[config.mk]
export PLATFORM = sky130hd
export DESIGN_NAME = alu_issue_ctrl
export DESIGN_NICKNAME = d
export VERILOG_FILES = /design/src/rtl/alu_issue_ctrl.sv
export SDC_FILE = /design/constraint.sdc
export NUM_CORES = 1
export LEC_CHECK = 0
export CAP_MARGIN = 20
export CORE_UTILIZATION = 35
export DETAILED_ROUTE_END_ITERATION = 10
export SYNTH_ARGS = -nofsm -noshare
export SYNTH_HDL_FRONTEND = slang
export SYNTH_SLANG_ARGS = --single-unit
[constraint.sdc]
create_clock -name clk -period 8.7 [get_ports clk]
set_clock_uncertainty 0.2 [all_clocks]
set_input_delay 2.61 -clock clk [delete_from_list [all_inputs] [get_ports clk]]
set_output_delay 2.61 -clock clk [all_outputs]
set_load 0.005 [all_outputs]
[src/rtl/alu_issue_ctrl.sv]
// alu_issue_ctrl: decode/issue sequencer for the 16-bit ALU.
// It accepts instruction words on a valid/ready handshake and reads operands
// from an internal register file. It drives the ALU for one EXEC cycle, then
// writes the captured result back in WB.
// Optional feature: define ALU_ZERO_FLAG_EN to add the zero_flag output.
module alu_issue_ctrl #(
  parameter int DATA_W = 16,
  parameter int ADDR_W = 3
) (
  input  logic              clk,
  input  logic              rst_n,
  input  logic              instr_valid,
  input  logic [15:0]       instr,
  output logic              instr_ready,
  output logic [DATA_W-1:0] alu_inp1,
  output logic [DATA_W-1:0] alu_inp2,
  output logic [2:0]        alu_sel,
  input  logic [DATA_W-1:0] alu_out1,
  output logic              wb_valid,
  output logic [ADDR_W-1:0] wb_addr,
  output logic [DATA_W-1:0] wb_data,
  output logic              illegal,
`ifdef ALU_ZERO_FLAG_EN
  output logic              zero_flag,
`endif
  input  logic [ADDR_W-1:0] dbg_addr,
  output logic [DATA_W-1:0] dbg_data
);

  localparam int NREG = 2 ** ADDR_W;

  typedef enum logic [1:0] {
    IDLE = 2'd0,
    EXEC = 2'd1,
    WB   = 2'd2,
    ERR  = 2'd3
  } state_t;

  state_t              state_q, state_d;
  logic [DATA_W-1:0]   inp1_q, inp1_d;
  logic [DATA_W-1:0]   inp2_q, inp2_d;
  logic [2:0]          sel_q, sel_d;
  logic [ADDR_W-1:0]   rd_q, rd_d;
  logic [ADDR_W-1:0]   wb_addr_q, wb_addr_d;
  logic [DATA_W-1:0]   wb_data_q, wb_data_d;
  logic [DATA_W-1:0]   rf_q [NREG];

  logic [3:0]          opcode;
  logic [ADDR_W-1:0]   rd_f, rs_f, rt_f;
  logic [DATA_W-1:0]   imm_zx;
  logic [3:0]          dec;

  // Returns {legal, alu_sel} for an opcode; undefined opcodes come back as 0.
  function automatic logic [3:0] decode_op(input logic [3:0] op);
    case (op)
      4'd0:    return {1'b1, 3'b000};  // ADD
      4'd1:    return {1'b1, 3'b001};  // SUB
      4'd2:    return {1'b1, 3'b010};  // AND
      4'd3:    return {1'b1, 3'b011};  // OR
      4'd4:    return {1'b1, 3'b100};  // XOR
      4'd5:    return {1'b1, 3'b101};  // MOV rs
      4'd6:    return {1'b1, 3'b110};  // MOV rt
      4'd8:    return {1'b1, 3'b110};  // LDI: passes inp2 (the immediate)
      default: return 4'b0000;
    endcase
  endfunction

  assign opcode = instr[15:12];
  assign rd_f   = instr[9 +: ADDR_W];
  assign rs_f   = instr[6 +: ADDR_W];
  assign rt_f   = instr[3 +: ADDR_W];
  assign imm_zx = {{(DATA_W-9){1'b0}}, instr[8:0]};
  assign dec    = decode_op(opcode);

  assign alu_inp1 = inp1_q;
  assign alu_inp2 = inp2_q;
  assign alu_sel  = sel_q;
  assign wb_addr  = wb_addr_q;
  assign wb_data  = wb_data_q;
  // r0 is never written, so it always holds its reset value of zero.
  assign dbg_data = (dbg_addr == '0) ? '0 : rf_q[dbg_addr];

  // Next-state, datapath next values and state-decoded outputs.
  always_comb begin
    state_d     = state_q;
    inp1_d      = inp1_q;
    inp2_d      = inp2_q;
    sel_d       = sel_q;
    rd_d        = rd_q;
    wb_addr_d   = wb_addr_q;
    wb_data_d   = wb_data_q;
    instr_ready = 1'b0;
    wb_valid    = 1'b0;
    illegal     = 1'b0;
    case (state_q)
      IDLE: begin
        instr_ready = 1'b1;
        if (instr_valid) begin
          if (dec[3]) begin
            // Operands are read here, after any earlier write-back has landed.
            state_d = EXEC;
            inp1_d  = rf_q[rs_f];
            inp2_d  = (opcode == 4'd8) ? imm_zx : rf_q[rt_f];
            sel_d   = dec[2:0];
            rd_d    = rd_f;
          end else begin
            state_d = ERR;
          end
        end
      end
      EXEC: begin
        wb_data_d = alu_out1;
        wb_addr_d = rd_q;
        state_d   = WB;
      end
      WB: begin
        wb_valid = 1'b1;
        state_d  = IDLE;
      end
      ERR: begin
        illegal = 1'b1;
        state_d = IDLE;
      end
      default: state_d = IDLE;
    endcase
  end

  // State register and ALU/write-back holding registers.
  always_ff @(posedge clk or negedge rst_n) begin
    if (!rst_n) begin
      state_q   <= IDLE;
      inp1_q    <= '0;
      inp2_q    <= '0;
      sel_q     <= 3'b000;
      rd_q      <= '0;
      wb_addr_q <= '0;
      wb_data_q <= '0;
    end else begin
      state_q   <= state_d;
      inp1_q    <= inp1_d;
      inp2_q    <= inp2_d;
      sel_q     <= sel_d;
      rd_q      <= rd_d;
      wb_addr_q <= wb_addr_d;
      wb_data_q <= wb_data_d;
    end
  end

  // Register file: written at the end of WB; writes to r0 are dropped.
  always_ff @(posedge clk or negedge rst_n) begin
    if (!rst_n) begin
      for (int i = 0; i < NREG; i++) rf_q[i] <= '0;
    end else if (state_q == WB && wb_addr_q != '0) begin
      rf_q[wb_addr_q] <= wb_data_q;
    end
  end

`ifdef ALU_ZERO_FLAG_EN
  logic zero_flag_q;
  assign zero_flag = zero_flag_q;

  // Zero flag follows every write-back (r0 included) and holds otherwise.
  always_ff @(posedge clk or negedge rst_n) begin
    if (!rst_n) begin
      zero_flag_q <= 1'b0;
    end else if (state_q == WB) begin
      zero_flag_q <= (wb_data_q == '0);
    end
  end
`endif

endmodule

Yosys cells after proc, flatten, opt, wreduce, memory -nomap -nowiden. Memory sizes are Yosys's and may differ from the RTL's. Cells that the tools add are included.

$lt $le $gt $ge: 5. Equal/unequal tests: 5. Muxes and demuxes: 20. Bitwise gates (word level): 4. Reductions and logical operators: 7.

Operators with widths (count): binary-select mux 16 bit (select 3 bit) (3); two-way mux 16 bit (9); bitwise mux 128 bit (1); demux 16 bit (select 3 bit) (1); greater-or-equal comparator 4 bit (second input constant) (4); NOT 3 -> 4 bit (4); case mux 2 bit (3 select lines) (1); == test 2 bit (second input constant) (2); == test 4 bit (second input constant) (1); < comparator 4 x 1 -> 1 bit (second input constant) (1); two-way mux 2 bit (2); zero test 3 bit (1); two-way mux 1 bit (3); AND reduction 3 bit (1); nonzero test 3 bit (1); == test 2 x 1 -> 1 bit (second input constant) (1); logical AND 1 bit (2); zero test 2 bit (1); != test 2 bit (second input constant) (1); OR reduction 2 bit (1).

Register bits after elaboration: 187. Bits in read-only memories: 64. Input bits: 38. Output and inout bits: 73. Word-level logic and storage cells: 57. Memories kept: 1.

Memories: (name not given) (words 16, width 4, rd ports 1, clocked after Yosys merged registers in 0, write ports 0, RTL line 55) `case (op)`.

Logic depth before layout (Yosys ltp). Gate-level depths: netlist (run 1).

Depth after elaboration: 6. Mapped depth: 8. Mapped depth without buffers: 6.

Least setup slack after synthesis (run 1). No wires, ideal clock.

Kind: input to output. Start: input dbg_addr[1]. End: output dbg_data[12]. Arrival time: 3.801 ns. Required time: 5.890 ns. Path slack: 2.089 ns. Stages on the path: 5. Path buffers: 2. Path through: clkbuf_1 -> clkbuf_1 -> mux2_2 -> a221oi_1 -> a21oi_1.

Longest elaborated chain between the ends: 5. Elaborated cells on any way between the ends: 6. Those cells by class: mux (4); bitwise (1); reduce/logical (1).

RTL lines: start, declared (RTL line 26) `input logic [ADDR_W-1:0] dbg_addr,`; NOT 3 -> 4 bit (not written as such) (RTL line 81) `assign dbg_data = (dbg_addr == '0) ? '0 : rf_q[dbg_addr];`; binary-select mux 16 bit (select 3 bit) (RTL line 81); two-way mux 16 bit (not written as such) (2 in series) (RTL line 81); two-way mux 16 bit (*) (RTL line 81); end, declared (RTL line 27) `output logic [DATA_W-1:0] dbg_data`.

Every way passes the cells marked *; elsewhere a longest branch is shown, timed or not. The select of a mux whose other input is x is not followed.

Worst setup path in the final report (run 1).
Start: input dbg_addr[1]. End: output dbg_data[13].

The elaborated chain is that of the path after synthesis.

==> qor.yml, run 1 <==
run_status:
  status: "complete, no violations"
clocking:
  clkLatencyLatePin_ns: 0.43
  post_cts_buffers: 0
  cts-htree-levels: 4
  clk_pin_slew_worst_paths_ns: 0.07
  cts_tree: "done"
  ctsLongestPathBuffers: 2
  cts_made_buffers: 17
  root_buffer: "clkbuf_16"
  clock-sinks: 187
  hold_buffers: 0
  post_cts_resized: 0
sta:
  hold_viol_final: 0
  setup-violations-final: 0
  finalMaxSlewViolations: 0
  hold_slack_ns: 0.1955
  final.min_clock_period_ns: 7.689
  timing.fmax_ghz: 0.1301
  worst_slew_pin_slew_ns: 0.9892
  setup_tns_ns: 0
  finalCritPeriodShare_pct: 88.38
  rsz0062_at_grt: "false"
  maxSlewHeadroom_pct: 34.05
power:
  powerDensity_mw_per_mm2: 316.0
  ir_drop_mv: 0.1282
  p_leak_nw: 4.961
logic_synthesis:
  async_flop_share_pct: 100.0
  yosysWarnings: 0
  syn_area_mm2: 0.009712
  synthCells: 682
  yosysMostFrequentCell: "dfrtp_1"
  synth_edf_count: 0
  synth_top_area_share_pct: 48.18
  synth_flop_cell: "dfrtp_1"
  syn_avg_cell_area_um2: 14.24
  synth.area.top_cells: "dfrtp_1, mux4_2, mux2_2"
  synth-seq-area-share_pct: 48.18
  synth.distinct_cells: 36
  synthesis.nets: 720
  ys_ff_latch: 187
  synth_common_cells: "dfrtp_1, mux2_2, mux4_2, nand2_1, clkbuf_1"
  synth_top_area_cell: "dfrtp_1"
worst_setup_path:
  cp.required_ns: 5.89
  cp-end-kind: "primary output"
  startpoint_type: "input port"
  critical_path_class: "input port to primary output"
  worstPathArrival_ns: 4.88
  path_max_fanout: 10
global_routing:
  grt-ovfl-total: 0
  antenna_found_initial: 0
  grt_pass1_wl_um: 39340
  grt_pass1_vias: 6284
  grt_usage_pct: 18.59
  grt_max_degree: 121
die:
  die_area_mm2: 0.02842
  die_h_um: 168.6
  core_area_mm2: 0.02710
  placementRows: 60
  ios: 111
  start_util_pct: 35.84
  die_x_um: 168.6
routing:
  drt-initial-drc-count: 453
  routed_via_density: 5.361
  drtAntennaViolNets: 0
  drt_pre_antenna_iters: 5
  num_vias: 6160
  wl_per_cell_um: 22.00
  drc: 0
  wl_um: 25280
place:
  numPlacedInstances: 1116
  place_congestion: 0.7799
  dp_hpwl_um: 16500
  portBuffers: 110
min_path:
  worstHoldPathType: "flop to flop"
job:
  cap_violations: 0
layout:
  drive_above_1_share_pct: 38.48
  diodes: 0
  layout.nets: 802
  finalNonFillerCells: 1149
  fin_util_pct: 43.23
  syn2layout_area_growth_pct: 20.63
==> state kept, by name, indices dropped and copies added, names as in the netlist <==
name and flops:
rf_q 128, alu_inp1 16, alu_inp2 16, wb_data 16, alu_sel 3, rd_q 3
wb_addr 3, state_q 2
==> power by group <==
part	internal [mW]	switching (mW)	total, mW	leakage (nW)
sequential	1.23	0.402	1.63	2.39
combinational	0.847	0.424	1.27	2.28
clock	0.439	0.359	0.798	0.292
==> cell families after synthesis <==
group | synth area share [%]
muxes | 38.35
and+or+nand+nor | 3.775
DFF | 48.18
AOI/OAI and AO/OA | 5.617
buffers and inverters | 4.071
==> placed cells by master (no fill, tap or decap), drive strengths merged <==
cell type / netlist / final
and2: 1 / 1
o211ai: 1 / 1
and2b: 2 / 2
inv: 17 / 23
nor2: 10 / 10
a21oi: 24 / 24
nor2b: 2 / 2
clkbuf: 39 / 19
nor3b: 2 / 2
nand3b: 2 / 2
o32a: 2 / 2
a221oi: 15 / 15
or3: 1 / 1
o21ai: 32 / 32
clkinvlp: 0 / 2
or4b: 1 / 1
nand2: 43 / 43
o211a: 1 / 1
nor4b: 1 / 1
dfrtp: 187 / 187
clkinv: 0 / 4
mux2i: 23 / 23
clkdlybuf4s50: 0 / 106
bufinv: 0 / 2
mux2: 147 / 147
nand3: 3 / 3
a31oi: 7 / 7
buf: 31 / 26
a22oi: 7 / 7
and3: 1 / 1
mux4: 80 / 80
==> metrics by stage <==
stage / setup WS [ns] / instance area, µm² / total power [mW]
after floorplan: 2.089 / 9712 / 2.300
after detailed placement: 1.017 / 11100 / 2.919
after global routing: 0.8808 / 11720 / 3.918
final: 1.011 / 11720 / 3.702
after CTS: 1.002 / 11700 / 3.725
after global placement: 1.034 / 11100 / 2.889
==> worst max-delay path: stages <==
cell and delay (ns):
clkdlybuf4s50_1 0.65, buf_4 0.25, buf_4 0.22, mux2_2 0.35, a221oi_1 0.26, a21oi_1 0.07, clkdlybuf4s50_1 0.46
==> path summary, 6_finish.rpt <==
kind	startpoint	endpoint	slack [ns]	depth (start not counted)
worst max-delay path	dbg_addr[1]	dbg_data[13]	1.01	7
worst min-delay path	rf_q[127]	rf_q[127]	0.20	0
worst max register to register	state_q[0]	rf_q[31]	6.37	5
worst min register to register	rf_q[127]	rf_q[127]	0.20	0
max in group asynchronous	rst_n	alu_inp1[7]	4.75	2
min in group asynchronous	rst_n	wb_data[2]	2.10	1
==> metal layers <==
layer,part of all wire (%),global-route usage [%]
met5,0,0
met4,1.3,5.415
met3,3.9,2.876
met2,47,28.97
met1,48,26.88
==> cell type report <==
class | count | area, µm²
Clock inverter | 14 | 160.2
Tap cell | 372 | 465.4
Inverter | 17 | 63.81
Clock buffer | 18 | 439.2
Fill cell | 2485 | 15390
Timing Repair Buffer | 133 | 1270
Sequential cell | 187 | 4679
Multi-Input combinational cell | 408 | 4637
Note: power is estimated with default switching activity, not from simulation.
==> run 2, diff against run 1 <==
--- a/config.mk
+++ b/config.mk
@@ -8,6 +8,7 @@
 export CAP_MARGIN = 20
 export CORE_UTILIZATION = 35
 export DETAILED_ROUTE_END_ITERATION = 10
+export HOLD_SLACK_MARGIN = 0.1
 export SYNTH_ARGS = -nofsm -noshare
 export SYNTH_HDL_FRONTEND = slang
 export SYNTH_SLANG_ARGS = --single-unit
==> results of run 2 <==
Same layout as run 1: the final DEF is identical, and so are final timing and power.
